## config.mk

```make
export PLATFORM = sky130hd
export DESIGN_NAME = fc_weight_sequencer
export DESIGN_NICKNAME = d
export VERILOG_FILES = /design/src/rtl/fc_weight_sequencer.sv
export SDC_FILE = /design/constraint.sdc
export NUM_CORES = 1
export LEC_CHECK = 0
export CELL_PAD_IN_SITES_DETAIL_PLACEMENT = 0
export CELL_PAD_IN_SITES_GLOBAL_PLACEMENT = 2
export CORE_MARGIN = 3
export CORE_UTILIZATION = 31
export DETAILED_ROUTE_END_ITERATION = 6
export GPL_TIMING_DRIVEN = 1
export HOLD_SLACK_MARGIN = 0.05
export PLACE_DENSITY_LB_ADDON = 0.1
export SLEW_MARGIN = 10
export SYNTH_ARGS = -nofsm -noshare
export SYNTH_HDL_FRONTEND = slang
export SYNTH_SLANG_ARGS = --single-unit
```

## constraint.sdc

```tcl
create_clock -name clk -period 5.1 [get_ports clk]
set_clock_uncertainty 0.15 [all_clocks]
set_input_delay 1.02 -clock clk [delete_from_list [all_inputs] [get_ports clk]]
set_output_delay 1.02 -clock clk [all_outputs]
set_load 0.005 [all_outputs]
```

## src/rtl/fc_weight_sequencer.sv

```systemverilog
// Weight-row sequencer for the fully-connected PE array.
// Walks a block of cfg_len rows starting at cfg_base, cfg_passes times, and
// drives the weight-memory address and enables plus a valid/ready handshake
// towards the consumer. Every output comes straight from a flop.
//
// state  | meaning
// -------+------------------------------------------------------------------
// IDLE   | bus released, waiting for start
// FILL   | one cycle with the memory enabled so the first row is fetched
// STREAM | w_valid high, one row per w_ready, rows wrap back to base per pass
// DONE   | one-cycle completion pulse, bus released
module fc_weight_sequencer #(
    parameter int ADDR_WIDTH = 9,
    parameter int LEN_WIDTH  = 10,
    parameter int PASS_WIDTH = 8
) (
    input  logic                  clk,
    input  logic                  reset,
    input  logic                  start,
    input  logic                  abort,
    input  logic [ADDR_WIDTH-1:0] cfg_base,
    input  logic [LEN_WIDTH-1:0]  cfg_len,
    input  logic [PASS_WIDTH-1:0] cfg_passes,
    input  logic                  w_ready,
    output logic [ADDR_WIDTH-1:0] address_fc,
    output logic                  read_en_MM_fc,
    output logic                  enable_MM_out_fc,
    output logic                  w_valid,
    output logic                  w_last,
    output logic                  busy,
    output logic                  done,
    output logic                  cfg_err
);

    typedef enum logic [1:0] {
        IDLE   = 2'd0,
        FILL   = 2'd1,
        STREAM = 2'd2,
        DONE   = 2'd3
    } state_t;

    // A pass may cover the whole address space but no more.
    localparam int unsigned MAX_LEN = 2 ** ADDR_WIDTH;

    state_t                state_q;
    state_t                state_d;

    logic [ADDR_WIDTH-1:0] base_q;
    logic [ADDR_WIDTH-1:0] base_d;
    logic [LEN_WIDTH-1:0]  len_q;
    logic [LEN_WIDTH-1:0]  len_d;
    logic [PASS_WIDTH-1:0] passes_q;
    logic [PASS_WIDTH-1:0] passes_d;

    logic [ADDR_WIDTH-1:0] addr_d;
    logic [LEN_WIDTH-1:0]  row_q;
    logic [LEN_WIDTH-1:0]  row_d;
    logic [PASS_WIDTH-1:0] pass_q;
    logic [PASS_WIDTH-1:0] pass_d;

    logic                  cfg_ok;
    logic                  xfer;
    logic                  row_last;
    logic                  pass_last;
    logic                  cfg_err_d;
    logic                  w_last_d;

    // Configuration legality and end-of-row / end-of-pass detection.
    always_comb begin
        cfg_ok    = (cfg_len != '0) && (cfg_passes != '0) &&
                    (32'(cfg_len) <= MAX_LEN);
        xfer      = w_valid && w_ready;
        row_last  = (row_q == (len_q - LEN_WIDTH'(1)));
        pass_last = (pass_q == (passes_q - PASS_WIDTH'(1)));
    end

    // Next-state and datapath update; abort wins over a same-cycle transfer.
    always_comb begin
        state_d   = state_q;
        base_d    = base_q;
        len_d     = len_q;
        passes_d  = passes_q;
        addr_d    = address_fc;
        row_d     = row_q;
        pass_d    = pass_q;
        cfg_err_d = 1'b0;

        case (state_q)
            IDLE: begin
                if (start) begin
                    if (cfg_ok) begin
                        base_d   = cfg_base;
                        len_d    = cfg_len;
                        passes_d = cfg_passes;
                        addr_d   = cfg_base;
                        row_d    = '0;
                        pass_d   = '0;
                        state_d  = FILL;
                    end else begin
                        cfg_err_d = 1'b1;
                    end
                end
            end

            FILL: begin
                if (abort) begin
                    state_d = IDLE;
                end else begin
                    state_d = STREAM;
                end
            end

            STREAM: begin
                if (abort) begin
                    state_d = IDLE;
                end else if (xfer) begin
                    if (row_last) begin
                        if (pass_last) begin
                            state_d = DONE;
                        end else begin
                            // Rewind for the next pass without dropping valid.
                            addr_d = base_q;
                            row_d  = '0;
                            pass_d = pass_q + PASS_WIDTH'(1);
                        end
                    end else begin
                        addr_d = address_fc + ADDR_WIDTH'(1);
                        row_d  = row_q + LEN_WIDTH'(1);
                    end
                end
            end

            DONE: begin
                state_d = IDLE;
            end

            default: begin
                state_d = IDLE;
            end
        endcase
    end

    // w_last is decoded from the next state so it can be registered with it.
    always_comb begin
        w_last_d = (state_d == STREAM) &&
                   (row_d == (len_d - LEN_WIDTH'(1))) &&
                   (pass_d == (passes_d - PASS_WIDTH'(1)));
    end

    // State, latched configuration, address and counters.
    always_ff @(posedge clk) begin
        if (!reset) begin
            state_q    <= IDLE;
            base_q     <= '0;
            len_q      <= '0;
            passes_q   <= '0;
            address_fc <= '0;
            row_q      <= '0;
            pass_q     <= '0;
        end else begin
            state_q    <= state_d;
            base_q     <= base_d;
            len_q      <= len_d;
            passes_q   <= passes_d;
            address_fc <= addr_d;
            row_q      <= row_d;
            pass_q     <= pass_d;
        end
    end

    // Registered handshake, memory enables and status flags.
    always_ff @(posedge clk) begin
        if (!reset) begin
            read_en_MM_fc    <= 1'b0;
            enable_MM_out_fc <= 1'b0;
            w_valid          <= 1'b0;
            w_last           <= 1'b0;
            busy             <= 1'b0;
            done             <= 1'b0;
            cfg_err          <= 1'b0;
        end else begin
            read_en_MM_fc    <= (state_d == FILL) || (state_d == STREAM);
            enable_MM_out_fc <= (state_d == FILL) || (state_d == STREAM);
            w_valid          <= (state_d == STREAM);
            w_last           <= w_last_d;
            busy             <= (state_d == FILL) || (state_d == STREAM);
            done             <= (state_d == DONE);
            cfg_err          <= cfg_err_d;
        end
    end

endmodule

```

==> flow_summary.toml <==
[logic_synthesis]
yosysSeqAreaShare_pct = 24.8
synth_adder_area_share_pct = 2.29
synthDistinctLibCells = 81
synth_compound_area_share_pct = 23.0
synth-xor-area-share_pct = 10.8
synth.top_cell.area_share_pct = 24.8
ys_ff_latch = 61
synth.most_common_cell = "nand2_1"
synth_flop_cell = "dfxtp_1"
synthMuxAreaShare_pct = 2.49
ys_async_sr_fraction_pct = 0
synth.top_cells.by_count = "99 x nand2_1, 61 x dfxtp_1, 40 x nor2_1"
syn_inst = 639
synth_area_um2 = 4920
synth_edf_count = 0
synth_top_family_by_area = "simple AND/OR/NAND/NOR gates"
yosys_warnings = 0
yosys.area.top_type = "dfxtp_1"
ys_top_cells_by_area = "dfxtp_1 25%, nand2_1 7.5%, xnor2_1 5.5%"
syn-mean-instance-area_um2 = 7.70
syn_nets = 680
synth_simple_gate_area_share_pct = 31.3

[clock_network]
clock-sinks = 61
clock_path_buffers = 2
path_clk_slew_ns = 0.06
cts_hold_buffers = 0
cts_tree = "yes"
clk_latency_ns = 0.34
cts-root-buf = "clkbuf_16"
htreeDepth = 3
numCtsBuffers = 9

[timing]
slew_violations = 0
min_period_over_period_pct = 95.4
tightest_slew_ns = 0.826
rsz0062_at_grt = "false"
setup_viol = 0
max_slew_margin_pct = 44.5
period_needed_ns = 4.87
finalHoldViolations = 0
fmax_mhz = 205
timing.hold.ws_ns = 0.308

[layout]
area_delta_synth_final_pct = 27.0
final_nets = 745
antenna_cells = 0
fillers = 1625
final-seq-area_um2 = 1220
drive_gt1_share_pct = 15.8
multi_input_area_um2 = 3510
layout.cells.non_filler = 920

[worst_setup_path]
cp_max_fo = 7
end_kind = "register"
required_ns = 5.20
critical_path_class = "primary input to register"
critPathLaunchType = "primary input"
critical_path_arrival_ns = 4.97

[power]
power_leakage_nw = 2.45
ir_drop_mv = 0.196
switching_power_w = 0.000509
p_int_w = 0.00114
clkPwrFrac_pct = 40.4
seq_power_share_pct = 32.2
p_per_area_nw_per_um2 = 263
pwr-share-comb_pct = 27.5
switching_share_pct = 30.9

[route]
drt-initial-drc-count = 373
dr.pass1.iters = 5
routed_wl_mm = 17.1
drtAntennaViolNets = 0
vias_per_cell = 5.30
routedWlPerCell_um = 18.6
dr_total_vias = 4878
drc = 0

[placement]
dp.cells = 899
io_buffers = 47
place.gp.congestion = 0.872
place_hpwl_mm = 12.8

[run_status]
outcome = "completed"

[floorplanning]
die_h_um = 132
start_util_pct = 32.0
dieArea_um2 = 17400
core_area_um2 = 15400
ios = 48
fp-row-count = 45
die_x_um = 132

[global_route]
grtUsageTotal_pct = 19.5
grt_max_degree = 55
grt_pass1_wl_mm = 26.9
grt_overflow = 0
antenna_found_initial = 0
first_global_vias = 4687

[hold_path]
hp-class = "register to register"

[job]
cap_violations = 0
==> power by group through the flow <==
stage	Combinational [W]	Clock [W]	Sequential, W
6_report	0.000452	0.000664	0.000529
5_1_grt	0.000495	0.000702	0.000532
4_1_cts	0.000441	0.000685	0.000528
3_5_place_dp	0.000436	0	0.000539
3_3_place_gp	0.000437	0	0.000538
2_1_floorplan	0.000281	0	0.000525
==> critical path, stage by stage <==
cell,delay [ns]
clkdlybuf4s50_1,0.42
or4_4,0.43
o31a_1,0.29
o41a_4,0.41
nor2_8,0.16
buf_12,0.12
buf_12,0.10
nor2_1,0.04
a21oi_2,0.13
ha_2,0.23
nor2b_1,0.05
o211ai_1,0.22
a21oi_1,0.10
o2bb2ai_1,0.12
a211oi_1,0.21
o2111ai_1,0.15
a2111oi_2,0.37
nand3_1,0.15
nor4b_2,0.22
==> final cells by class <==
| type | count | area share [%] |
|---|---|---|
| clock buffer | 9 | 3.60 |
| tap | 211 | 4.22 |
| timing repair buffer | 98 | 14.3 |
| multi-input combinational | 520 | 56.1 |
| sequential | 61 | 19.5 |
| clock inverter | 7 | 1.44 |
| inverter | 14 | 0.841 |
==> per-layer routing <==
metal	wire length, µm	vias up	global-route usage (%)
li1	-	2429	-
met1	8040	2306	25.8
met2	7970	122	31.5
met3	806	21	4.39
met4	286	0	6.18
met5	0	-	0
==> logic make-up after synthesis <==
group,after synthesis
AO/OA/AOI/OAI,154
flip-flops,61
AND/OR/NAND/NOR,289
adder cells (fa/ha/maj),9
multiplexers,12
buffers and inverters,58
XOR/XNOR,56
==> what timing repair did <==
action | in CTS | in global routing
resized for setup | 6 | 16
setup buffers | 0 | 5
hold endpoints to repair | 0 | 0
pin swaps | 0 | 16
setup endpoints to repair | 1 | 1
==> path summary, 6_finish.rpt <==
check	from	endpoint	slack, ns	depth (start not counted)
max	cfg_len[5]	w_last	0.23	19
min reg2reg	base_q[0]	base_q[0]	0.31	2
max reg2reg	passes_q[2]	w_last	0.86	15
min	base_q[0]	base_q[0]	0.31	2
==> metrics by stage <==
step / power [W] / setup WS [ns] / util [%] / setup TNS (ns) / area [µm²]
final: 0.00164 / 0.232 / 40.7 / 0 / 6250
after global routing: 0.00173 / 0.0240 / 40.7 / 0 / 6250
after CTS: 0.00165 / 0.00951 / 40.0 / 0 / 6140
after detailed placement: 0.000975 / -0.484 / 37.8 / -0.484 / 5810
after global placement: 0.000975 / -0.317 / 37.8 / -0.317 / 5810
after floorplan: 0.000806 / 0.00387 / - / 0 / 4930
==> state kept, by name, summed over array words and instances (netlist names), 2 cells and up <==
name        flops
len_q          10
pass_q          8
state_q         2
base_q          9
passes_q        8
address_fc      9
row_q          10
==> placed cells by master, fill, tap and decap left out, drive strengths merged, types with 6 or more instances in the layout <==
cell type      count
nand2            100
dfxtp             61
buf               52
nor2              42
clkdlybuf4s50     39
xnor2             31
nand3             30
a21oi             27
nor2b             26
o21ai             26
a21boi            25
xor2              22
nor3              18
inv               14
o211ai            14
or3               13
nor4              12
mux2i             10
clkbuf             9
and2               9
ha                 9
o211a              8
nand4              7
a211oi             7
and3               7
dlymetal6s2s       7
o22ai              6
Power figures use the tool's default switching activity.
